[src/rtl/mcpu_ctrl_pkg.sv]
// Shared encodings for the multi-cycle MIPS control FSM: states, opcodes,
// ALU operation codes and datapath mux selects.
package mcpu_ctrl_pkg;

    typedef enum logic [3:0] {
        S_IF      = 4'd0,
        S_ID      = 4'd1,
        S_MEM_ADR = 4'd2,
        S_MEM_RD  = 4'd3,
        S_MEM_WB  = 4'd4,
        S_MEM_WR  = 4'd5,
        S_EX_R    = 4'd6,
        S_R_WB    = 4'd7,
        S_EX_I    = 4'd8,
        S_I_WB    = 4'd9,
        S_BRANCH  = 4'd10,
        S_JUMP    = 4'd11,
        S_JAL     = 4'd12,
        S_JR      = 4'd13,
        S_LUI     = 4'd14
    } state_t;

    typedef enum logic [3:0] {
        C_MEM, C_R, C_JR, C_I, C_BR, C_J, C_JAL, C_LUI, C_ILL
    } iclass_t;

    localparam logic [5:0] OP_RTYPE = 6'h00;
    localparam logic [5:0] OP_J     = 6'h02;
    localparam logic [5:0] OP_JAL   = 6'h03;
    localparam logic [5:0] OP_BEQ   = 6'h04;
    localparam logic [5:0] OP_BNE   = 6'h05;
    localparam logic [5:0] OP_ADDI  = 6'h08;
    localparam logic [5:0] OP_SLTI  = 6'h0A;
    localparam logic [5:0] OP_ANDI  = 6'h0C;
    localparam logic [5:0] OP_ORI   = 6'h0D;
    localparam logic [5:0] OP_LUI   = 6'h0F;
    localparam logic [5:0] OP_LW    = 6'h23;
    localparam logic [5:0] OP_SW    = 6'h2B;
    localparam logic [5:0] FN_JR    = 6'h08;

    // andi/ori map to AND/OR, whose decoder applies the zero-extended immediate
    localparam logic [2:0] ALU_ADD   = 3'd0;
    localparam logic [2:0] ALU_SUB   = 3'd1;
    localparam logic [2:0] ALU_FUNCT = 3'd2;
    localparam logic [2:0] ALU_AND   = 3'd3;
    localparam logic [2:0] ALU_OR    = 3'd4;
    localparam logic [2:0] ALU_SLT   = 3'd5;

    localparam logic [1:0] RD_RT  = 2'd0;
    localparam logic [1:0] RD_RD  = 2'd1;
    localparam logic [1:0] RD_RA  = 2'd2;

    localparam logic [1:0] WD_ALU = 2'd0;
    localparam logic [1:0] WD_MDR = 2'd1;
    localparam logic [1:0] WD_PC  = 2'd2;
    localparam logic [1:0] WD_LUI = 2'd3;

    localparam logic [1:0] SB_B    = 2'd0;
    localparam logic [1:0] SB_4    = 2'd1;
    localparam logic [1:0] SB_IMM  = 2'd2;
    localparam logic [1:0] SB_IMM4 = 2'd3;

    localparam logic [1:0] PS_ALU = 2'd0;
    localparam logic [1:0] PS_OUT = 2'd1;
    localparam logic [1:0] PS_JT  = 2'd2;
    localparam logic [1:0] PS_RA  = 2'd3;

endpackage

[src/rtl/mcpu_ctrl_opdec.sv]
// Combinational opcode -> instruction-class decode, plus the ALU operation
// used by immediate-form instructions.
module mcpu_ctrl_opdec
    import mcpu_ctrl_pkg::*;
(
    input  logic [5:0] opcode,
    input  logic [5:0] funct,
    output iclass_t    iclass,
    output logic [2:0] i_alu_op
);

    always_comb begin
        iclass   = C_ILL;
        i_alu_op = ALU_ADD;
        case (opcode)
            OP_LW, OP_SW:   iclass = C_MEM;
            OP_RTYPE:       iclass = (funct == FN_JR) ? C_JR : C_R;
            OP_ADDI:        iclass = C_I;
            OP_SLTI: begin
                iclass   = C_I;
                i_alu_op = ALU_SLT;
            end
            OP_ANDI: begin
                iclass   = C_I;
                i_alu_op = ALU_AND;
            end
            OP_ORI: begin
                iclass   = C_I;
                i_alu_op = ALU_OR;
            end
            OP_BEQ, OP_BNE: iclass = C_BR;
            OP_J:           iclass = C_J;
            OP_JAL:         iclass = C_JAL;
            OP_LUI:         iclass = C_LUI;
            default:        iclass = C_ILL;
        endcase
    end

endmodule

[src/rtl/mcpu_ctrl.sv]
// Multi-cycle MIPS control FSM: sequences fetch/decode/execute/memory/write-back
// and drives every datapath strobe combinationally from state and inputs.
module mcpu_ctrl
    import mcpu_ctrl_pkg::*;
#(
    parameter int ST_W    = 4,
    parameter int ALUOP_W = 3
) (
    input  logic               clk,
    input  logic               rst,
    input  logic [5:0]         opcode,
    input  logic [5:0]         funct,
    input  logic               zero,
    input  logic               mem_ready,
    output logic               pc_write,
    output logic               pc_write_cond,
    output logic               ior_d,
    output logic               mem_read,
    output logic               mem_write,
    output logic               ir_write,
    output logic               reg_write,
    output logic [1:0]         reg_dst,
    output logic [1:0]         mem_to_reg,
    output logic               alu_src_a,
    output logic [1:0]         alu_src_b,
    output logic [ALUOP_W-1:0] alu_op,
    output logic [1:0]         pc_source,
    output logic [ST_W-1:0]    state,
    output logic               illegal
);

    state_t     cur;
    logic [5:0] op_q;
    logic [5:0] dec_op;
    iclass_t    iclass;
    logic [2:0] i_alu_op;
    logic [2:0] aop;

    // ID decodes the live IR; later states decode the opcode captured in ID
    assign dec_op = (cur == S_ID) ? opcode : op_q;

    mcpu_ctrl_opdec u_opdec (
        .opcode   (dec_op),
        .funct    (funct),
        .iclass   (iclass),
        .i_alu_op (i_alu_op)
    );

    always_ff @(posedge clk or posedge rst) begin
        if (rst) begin
            cur  <= S_IF;
            op_q <= '0;
        end else begin
            if (cur == S_ID)
                op_q <= opcode;
            case (cur)
                S_IF:      if (mem_ready) cur <= S_ID;
                S_ID: begin
                    case (iclass)
                        C_MEM:   cur <= S_MEM_ADR;
                        C_R:     cur <= S_EX_R;
                        C_JR:    cur <= S_JR;
                        C_I:     cur <= S_EX_I;
                        C_BR:    cur <= S_BRANCH;
                        C_J:     cur <= S_JUMP;
                        C_JAL:   cur <= S_JAL;
                        C_LUI:   cur <= S_LUI;
                        default: cur <= S_IF;
                    endcase
                end
                S_MEM_ADR: cur <= (op_q == OP_SW) ? S_MEM_WR : S_MEM_RD;
                S_MEM_RD:  if (mem_ready) cur <= S_MEM_WB;
                S_MEM_WR:  if (mem_ready) cur <= S_IF;
                S_EX_R:    cur <= S_R_WB;
                S_EX_I:    cur <= S_I_WB;
                default:   cur <= S_IF;
            endcase
        end
    end

    always_comb begin
        pc_write      = 1'b0;
        pc_write_cond = 1'b0;
        ior_d         = 1'b0;
        mem_read      = 1'b0;
        mem_write     = 1'b0;
        ir_write      = 1'b0;
        reg_write     = 1'b0;
        reg_dst       = RD_RT;
        mem_to_reg    = WD_ALU;
        alu_src_a     = 1'b0;
        alu_src_b     = SB_B;
        aop           = ALU_ADD;
        pc_source     = PS_ALU;
        illegal       = 1'b0;
        case (cur)
            S_IF: begin
                mem_read  = 1'b1;
                alu_src_b = SB_4;
                ir_write  = mem_ready;
                pc_write  = mem_ready;
            end
            S_ID: begin
                alu_src_b = SB_IMM4;
                illegal   = (iclass == C_ILL);
            end
            S_MEM_ADR: begin
                alu_src_a = 1'b1;
                alu_src_b = SB_IMM;
            end
            S_MEM_RD: begin
                mem_read = 1'b1;
                ior_d    = 1'b1;
            end
            S_MEM_WB: begin
                reg_write  = 1'b1;
                mem_to_reg = WD_MDR;
            end
            S_MEM_WR: begin
                mem_write = 1'b1;
                ior_d     = 1'b1;
            end
            S_EX_R: begin
                alu_src_a = 1'b1;
                aop       = ALU_FUNCT;
            end
            S_R_WB: begin
                reg_write = 1'b1;
                reg_dst   = RD_RD;
            end
            S_EX_I: begin
                alu_src_a = 1'b1;
                alu_src_b = SB_IMM;
                aop       = i_alu_op;
            end
            S_I_WB:    reg_write = 1'b1;
            S_BRANCH: begin
                alu_src_a     = 1'b1;
                aop           = ALU_SUB;
                pc_source     = PS_OUT;
                pc_write_cond = (op_q == OP_BNE) ? ~zero : zero;
            end
            S_JUMP: begin
                pc_write  = 1'b1;
                pc_source = PS_JT;
            end
            S_JAL: begin
                pc_write   = 1'b1;
                pc_source  = PS_JT;
                reg_write  = 1'b1;
                reg_dst    = RD_RA;
                mem_to_reg = WD_PC;
            end
            S_JR: begin
                pc_write  = 1'b1;
                pc_source = PS_RA;
            end
            S_LUI: begin
                reg_write  = 1'b1;
                mem_to_reg = WD_LUI;
            end
            default: ;
        endcase
    end

    assign alu_op = ALUOP_W'(aop);
    assign state  = ST_W'(cur);

endmodule
[config.mk]
export PLATFORM = sky130hd
export DESIGN_NAME = mcpu_ctrl
export DESIGN_NICKNAME = d
export VERILOG_FILES = /design/src/rtl/mcpu_ctrl_pkg.sv /design/src/rtl/mcpu_ctrl_opdec.sv /design/src/rtl/mcpu_ctrl.sv
export SDC_FILE = /design/constraint.sdc
export NUM_CORES = 1
export LEC_CHECK = 0
export CAP_MARGIN = 0
export CELL_PAD_IN_SITES_DETAIL_PLACEMENT = 0
export CELL_PAD_IN_SITES_GLOBAL_PLACEMENT = 1
export CORE_ASPECT_RATIO = 0.75
export CORE_UTILIZATION = 36
export DETAILED_ROUTE_END_ITERATION = 16
export PLACE_DENSITY_LB_ADDON = 0.25
export RECOVER_POWER = 100
export REMOVE_ABC_BUFFERS = 1
export SLEW_MARGIN = 15
export SYNTH_ARGS = -nofsm -noshare
export SYNTH_HDL_FRONTEND = slang
export SYNTH_SLANG_ARGS = --single-unit
[constraint.sdc]
create_clock -name clk -period 7.1 [get_ports clk]
set_clock_uncertainty 0.15 [all_clocks]
set_input_delay 2.13 -clock clk [delete_from_list [all_inputs] [get_ports clk]]
set_output_delay 2.13 -clock clk [all_outputs]
set_load 0.01 [all_outputs]
==> impl_metrics.env, run 1 <==
export IMPL_post_route_period_util_pct=97.2
export IMPL_p_per_area_nw_per_um2=334
export IMPL_cts_path_max_buffers=2
export IMPL_slew_violations=0
export IMPL_status="finished with violations"
export IMPL_die_area_um2=3850
export IMPL_ys_ff_latch=10
export IMPL_post_cts_resized=0
export IMPL_dr_total_vias=1376
export IMPL_fin_nets=221
export IMPL_dieWidth_um=71.4
export IMPL_drt_wl_total_um=3610
export IMPL_syn_avg_cell_area_um2=7.55
export IMPL_fmax_mhz=145
export IMPL_period_minus_slack_ps=6900
export IMPL_seq_area_frac_synth_pct=19.3
export IMPL_die_y_um=54.0
export IMPL_arrival_ps=4620
export IMPL_criticalPathCategory="primary input to output pin"
export IMPL_multiInputGateArea_um2=911
export IMPL_rsz0062_at_grt="no"
export IMPL_clk_pin_slew_ps=50
export IMPL_synth_edff_count=0
export IMPL_postCtsSetupBuffers=0
export IMPL_drive_gt1_share_pct=7.46
export IMPL_post_route_util_pct=50.8
export IMPL_drc=3
export IMPL_crit_fanout=11
export IMPL_setup_viol=0
export IMPL_area_delta_synth_final_pct=31.3
export IMPL_cts_inserted_buffers=3
export IMPL_ys_types=50
export IMPL_ff_latch_area_um2=250
export IMPL_rows=18
export IMPL_io_pins=40
export IMPL_stdcell_area_um2=1710
export IMPL_wire_per_inst_um=15.0
export IMPL_cts_sinks=10
export IMPL_hold_path_class="register to register"
export IMPL_async_flop_share_pct=100
export IMPL_synthTopCellsByCount="nor2_1, nand2_1, dfrtp_1, inv_1, nor3_1"
export IMPL_post_synth_top_area_cell="dfrtp_1"
export IMPL_antenna_left=0
export IMPL_synth_most_common_cell="nor2_1"
export IMPL_cts_htree_levels=1
export IMPL_p_leak_nw=0.728
export IMPL_grt_pass1_vias=1125
export IMPL_fillers=328
export IMPL_drtIter0Drc=87
export IMPL_antenna_cells=0
export IMPL_io_buffers=39
export IMPL_worstPathRequired_ps=4820
export IMPL_startpoint_type="primary input"
export IMPL_ys_warn_count=0
export IMPL_track_usage_pct=18.7
export IMPL_synth_top_cell_area_share_pct=19.3
export IMPL_tns_ps=0
export IMPL_drt_pass1_iter_count=10
export IMPL_drt_vias_per_instance=5.71
export IMPL_dpl_cell_area_um2=1660
export IMPL_ir_drop_mv=0.138
export IMPL_maxSlewHeadroom_pct=58.8
export IMPL_core_area_um2=3360
export IMPL_synth_cell_area_um2=1300
export IMPL_violations="design-rule violations"
export IMPL_syn_instance_count=172
export IMPL_synthTopCellsByArea="dfrtp_1, nor2_1, mux2i_1, nor3_1, buf_6"
export IMPL_drv_cap=0
export IMPL_start_util_pct=38.7
export IMPL_cts_root_buf="clkbuf_8"
export IMPL_postCtsHoldBufs=0
export IMPL_overflow=0
export IMPL_place_hpwl_um=2660
export IMPL_grt_max_degree=23
export IMPL_antenna_found_initial=0
export IMPL_synthFlopType="dfrtp_1"
export IMPL_insertion_delay_ps=240
export IMPL_hold_violations=0
export IMPL_place_congestion=0.834
export IMPL_cts_tree="done"
export IMPL_end_kind="output pin"
export IMPL_worst_slew_pin_slew_ps=618
export IMPL_grt_pass1_wl_um=5510
-- cell families after synthesis --
logic type | after synthesis | synth area share (%)
buffers and inverters | 26 | 10.0
XOR/XNOR | 2 | 1.35
adder cells (fa/ha/maj) | 3 | 2.89
flip-flops | 10 | 19.3
AND/OR/NAND/NOR | 82 | 34.6
AO/OA/AOI/OAI | 38 | 22.1
multiplexers | 11 | 9.83
-- cells in the final DEF (no fill, tap or decap), drive strengths merged, types with 2 or more instances in the layout --
cell / count
ha: 3
o41ai: 2
xor2: 2
nor4: 4
a31oi: 4
clkdlybuf4s50: 12
a2bb2oi: 2
or2: 3
or4b: 2
nor4bb: 4
dfrtp: 10
o32ai: 2
nor2: 24
dlygate4sd3: 27
clkbuf: 5
and2: 3
mux2: 4
nor3: 10
and3: 3
nand4: 2
inv: 10
nor3b: 5
nand2b: 4
o21ai: 7
a21oi: 8
nor2b: 3
mux2i: 7
nand2: 11
-- worst max-delay path, stage by stage --
cell and delay, ps:
dlygate4sd3_1 750, mux2_1 410, o41ai_1 540, and3_1 260
clkdlybuf4s50_1 540
-- sequential cells by signal, summed over array words and instances (netlist names) --
name	count
op_q	6
state	4
-- where the power goes --
| group | leakage [nW] | switching, mW | total (mW) | internal, mW |
|---|---|---|---|---|
| Combinational | 0.576 | 0.179 | 0.354 | 0.175 |
| Clock | 0.0288 | 0.0239 | 0.0727 | 0.0489 |
| Sequential | 0.124 | 0.0613 | 0.143 | 0.0815 |
| Total | 0.728 | 0.264 | 0.570 | 0.305 |
-- metrics by stage --
stage	worst slack (ps)	instances	hold WS, ps	total power [mW]
finish	201	241	445	0.570
global route	164	241	468	0.618
CTS	368	241	438	0.588
detailed placement	452	237	407	0.511
global placement	477	237	406	0.506
floorplan	1590	156	369	0.369
-- area by class of cell --
class	instances	area share [%]
clock buffer	4	3.23
inverter	10	2.20
multi-input combinational	136	53.4
sequential	10	14.7
tap	40	2.93
timing repair buffer	41	23.6
-- routing by layer --
metal | part of all wire [%] | up-vias | GRT usage [%]
met1 | 50 | 648 | 26.4
met3 | 6.3 | 2 | 3.18
met2 | 43 | 44 | 29.0
met4 | 0.69 | 0 | 6.00
li1 | - | 682 | -
met5 | 0 | - | 0
-- path summary, 6_finish.rpt --
check,from,endpoint,slack (ps),cells after the start
hold reg to reg,op_q[5],op_q[5],440,1
max in group asynchronous,rst,op_q[2],4360,2
setup reg to reg,state[1],state[2],3760,8
setup / recovery,opcode[2],alu_op[2],200,5
min in group asynchronous,rst,op_q[1],2160,2
hold / removal,op_q[5],op_q[5],440,1
(Power assumes the default switching activity.)
==> run 2, diff against run 1 <==
--- a/config.mk
+++ b/config.mk
@@ -5,11 +5,12 @@
 export SDC_FILE = /design/constraint.sdc
 export NUM_CORES = 1
 export LEC_CHECK = 0
-export CAP_MARGIN = 0
+export CAP_MARGIN = 20
 export CELL_PAD_IN_SITES_DETAIL_PLACEMENT = 0
 export CELL_PAD_IN_SITES_GLOBAL_PLACEMENT = 1
 export CORE_ASPECT_RATIO = 0.75
-export CORE_UTILIZATION = 36
+export CORE_MARGIN = 1
+export CORE_UTILIZATION = 34
 export DETAILED_ROUTE_END_ITERATION = 16
 export PLACE_DENSITY_LB_ADDON = 0.25
 export RECOVER_POWER = 100
@@ -17,4 +18,5 @@
 export SLEW_MARGIN = 15
 export SYNTH_ARGS = -nofsm -noshare
 export SYNTH_HDL_FRONTEND = slang
+export SYNTH_HIERARCHICAL = 1
 export SYNTH_SLANG_ARGS = --single-unit
==> impl_metrics.env, run 2 <==
export IMPL_status="completed"
export IMPL_hold_path_class="register to register"
export IMPL_grt_pass1_vias=1088
export IMPL_core_area_um2=3060
export IMPL_fmax_mhz=146
export IMPL_stdcell_count=214
export IMPL_grt_pass1_wl_um=5010
export IMPL_io_buffers=39
export IMPL_drv_cap=0
export IMPL_setup_viol=0
export IMPL_insertion_delay_ps=230
export IMPL_area_delta_synth_final_pct=36.3
export IMPL_seq_area_frac_synth_pct=22.0
export IMPL_maxSlewHeadroom_pct=55.2
export IMPL_async_flop_share_pct=100
export IMPL_holdWs_ps=464
export IMPL_p_per_area_nw_per_um2=415
export IMPL_grt_max_degree=23
export IMPL_ys_warn_count=6
export IMPL_postCtsHoldBufs=0
export IMPL_rows=17
export IMPL_period_minus_slack_ps=6870
export IMPL_clk_pin_slew_ps=40
export IMPL_slew_violations=0
export IMPL_drt_wl_total_um=2960
export IMPL_hold_violations=0
export IMPL_synth_most_common_cell="nor3_1"
export IMPL_top_register="op_q"
export IMPL_die_y_um=52.1
export IMPL_post_route_period_util_pct=96.7
export IMPL_synth_top_cell_area_share_pct=22.0
export IMPL_combPwrFrac_pct=70.7
export IMPL_seqPwrFrac_pct=20.7
export IMPL_antenna_left=0
export IMPL_cts_inserted_buffers=3
export IMPL_rsz0062_at_grt="no"
export IMPL_cts_sinks=10
export IMPL_overflow=0
export IMPL_switchingPower_mw=0.315
export IMPL_place_hpwl_um=2280
export IMPL_place_congestion=0.802
export IMPL_synth_cell_area_um2=1140
export IMPL_crit_fanout=11
export IMPL_fillers=314
export IMPL_ys_types=41
export IMPL_p_leak_nw=0.682
export IMPL_cts_root_buf="clkbuf_8"
export IMPL_drt_pass1_iter_count=4
export IMPL_postCtsSetupBuffers=0
export IMPL_antenna_found_initial=0
export IMPL_arrival_ps=4590
export IMPL_worstPathRequired_ps=4820
export IMPL_dr_total_vias=1173
export IMPL_end_kind="output pin"
export IMPL_drc=0
export IMPL_fin_nets=198
export IMPL_synthFlopType="dfrtp_1"
export IMPL_io_pins=40
export IMPL_post_cts_resized=0
export IMPL_die_area_um2=3590
export IMPL_drt_vias_per_instance=5.48
export IMPL_layout_commonest_cell="dlygate4sd3_1"
export IMPL_syn_avg_cell_area_um2=7.96
export IMPL_internal_power_mw=0.328
export IMPL_antenna_cells=0
export IMPL_cts_htree_levels=1
export IMPL_worst_slew_pin_slew_ps=672
export IMPL_clockPowerShare_pct=8.6
export IMPL_track_usage_pct=18.6
export IMPL_dp_cells=211
export IMPL_criticalPathCategory="primary input to output pin"
export IMPL_wire_per_inst_um=13.8
export IMPL_synth_edff_count=0
export IMPL_layout_cells_most_common_list="dlygate4sd3_1, nor3_1, clkdlybuf4s50_1"
export IMPL_syn_instance_count=143
export IMPL_drive_gt1_share_pct=6.25
export IMPL_cts_tree="done"
export IMPL_synthTopCellsByCount="nor3_1, nor2_1, dfrtp_1"
export IMPL_startpoint_type="primary input"
export IMPL_synthTopCellsByArea="dfrtp_1, nor3_1, ha_1, buf_6, nor2_1"
export IMPL_ys_ff_latch=10
export IMPL_ir_drop_mv=0.151
export IMPL_cts_path_max_buffers=2
export IMPL_dieWidth_um=68.8
export IMPL_drtIter0Drc=71
export IMPL_start_util_pct=37.2
export IMPL_largest_reg_flops=6
export IMPL_post_synth_top_area_cell="dfrtp_1"
export IMPL_tns_ps=0
export IMPL_switching_share_pct=49.0
## run 2: changes by cell type in the layout (fill, tap and decap cells not counted), sizes merged, moves of 3 or more
cell,before,now
mux2i,7,3
nor2,24,12
nand2,11,6
nor4bb,4,0
nor3b,5,0
xnor2,0,3
nor2b,3,6
mux2,4,7
nor3,10,15
## run 2: logic make-up after synthesis
family                   after synthesis  synth area share [%]
buffers and inverters                 20                  9.34
multiplexers                          10                  9.89
AO/OA/AOI/OAI                         29                  16.7
AND/OR/NAND/NOR                       66                  34.6
flip-flops                            10                  22.0
adder cells (fa/ha/maj)                4                  4.40
XOR/XNOR                               4                  3.08
## run 2: layer usage
metal | GRT usage [%] | vias up | share of wire [%]
met5 | 0 | - | 0
met2 | 30.2 | 34 | 46
met1 | 26.1 | 556 | 50
li1 | - | 581 | -
met3 | 1.54 | 2 | 3.7
met4 | 5.10 | 0 | 0.41
## run 2: power groups by stage
stage | clock network, mW | registers, mW | logic (mW)
floorplan | 0 | 0.122 | 0.313
global placement | 0 | 0.131 | 0.468
detailed placement | 0 | 0.135 | 0.479
CTS | 0.0570 | 0.134 | 0.481
global route | 0.0609 | 0.141 | 0.512
finish | 0.0556 | 0.133 | 0.455
## run 2: worst paths after layout
check                      cells past startpoint       end  slack [ps]  startpoint
max                                           10   illegal         230   opcode[1]
min                                            1   op_q[4]         460     op_q[4]
max reg2reg                                   11  state[0]        3330    state[1]
min reg2reg                                    1   op_q[4]         460     op_q[4]
max in group asynchronous                      2   op_q[3]        4350         rst
min in group asynchronous                      2   op_q[0]        2170         rst
## run 2: worst max-delay path, cell delays in order
cell             delay (ps)
clkdlybuf4s50_1         410
mux2_1                  470
nor3_4                  250
nand3_1                  90
and3_1                  190
inv_1                   100
ha_1                    160
nand2_1                  50
nor3_1                  160
clkdlybuf4s50_1         570
## run 2: cell type report
class,instances,area [µm²],area share (%)
Inverter,9,33.8,2.18
Tap cell,38,47.5,3.06
Clock buffer,3,41.3,2.66
Multi-Input combinational cell,113,777,50.1
Timing Repair Buffer,41,402,25.9
Sequential cell,10,250,16.1
## run 2: per-stage QoR
stage               power [mW]  utilization, %  setup WS [ps]  area, µm²
floorplan                0.435               -           1220       1070
global placement         0.599            49.6            368       1520
detailed placement       0.614            49.6            273       1520
CTS                      0.672            50.9            268       1560
global route             0.714            50.7           80.3       1550
finish                   0.643            50.7            231       1550
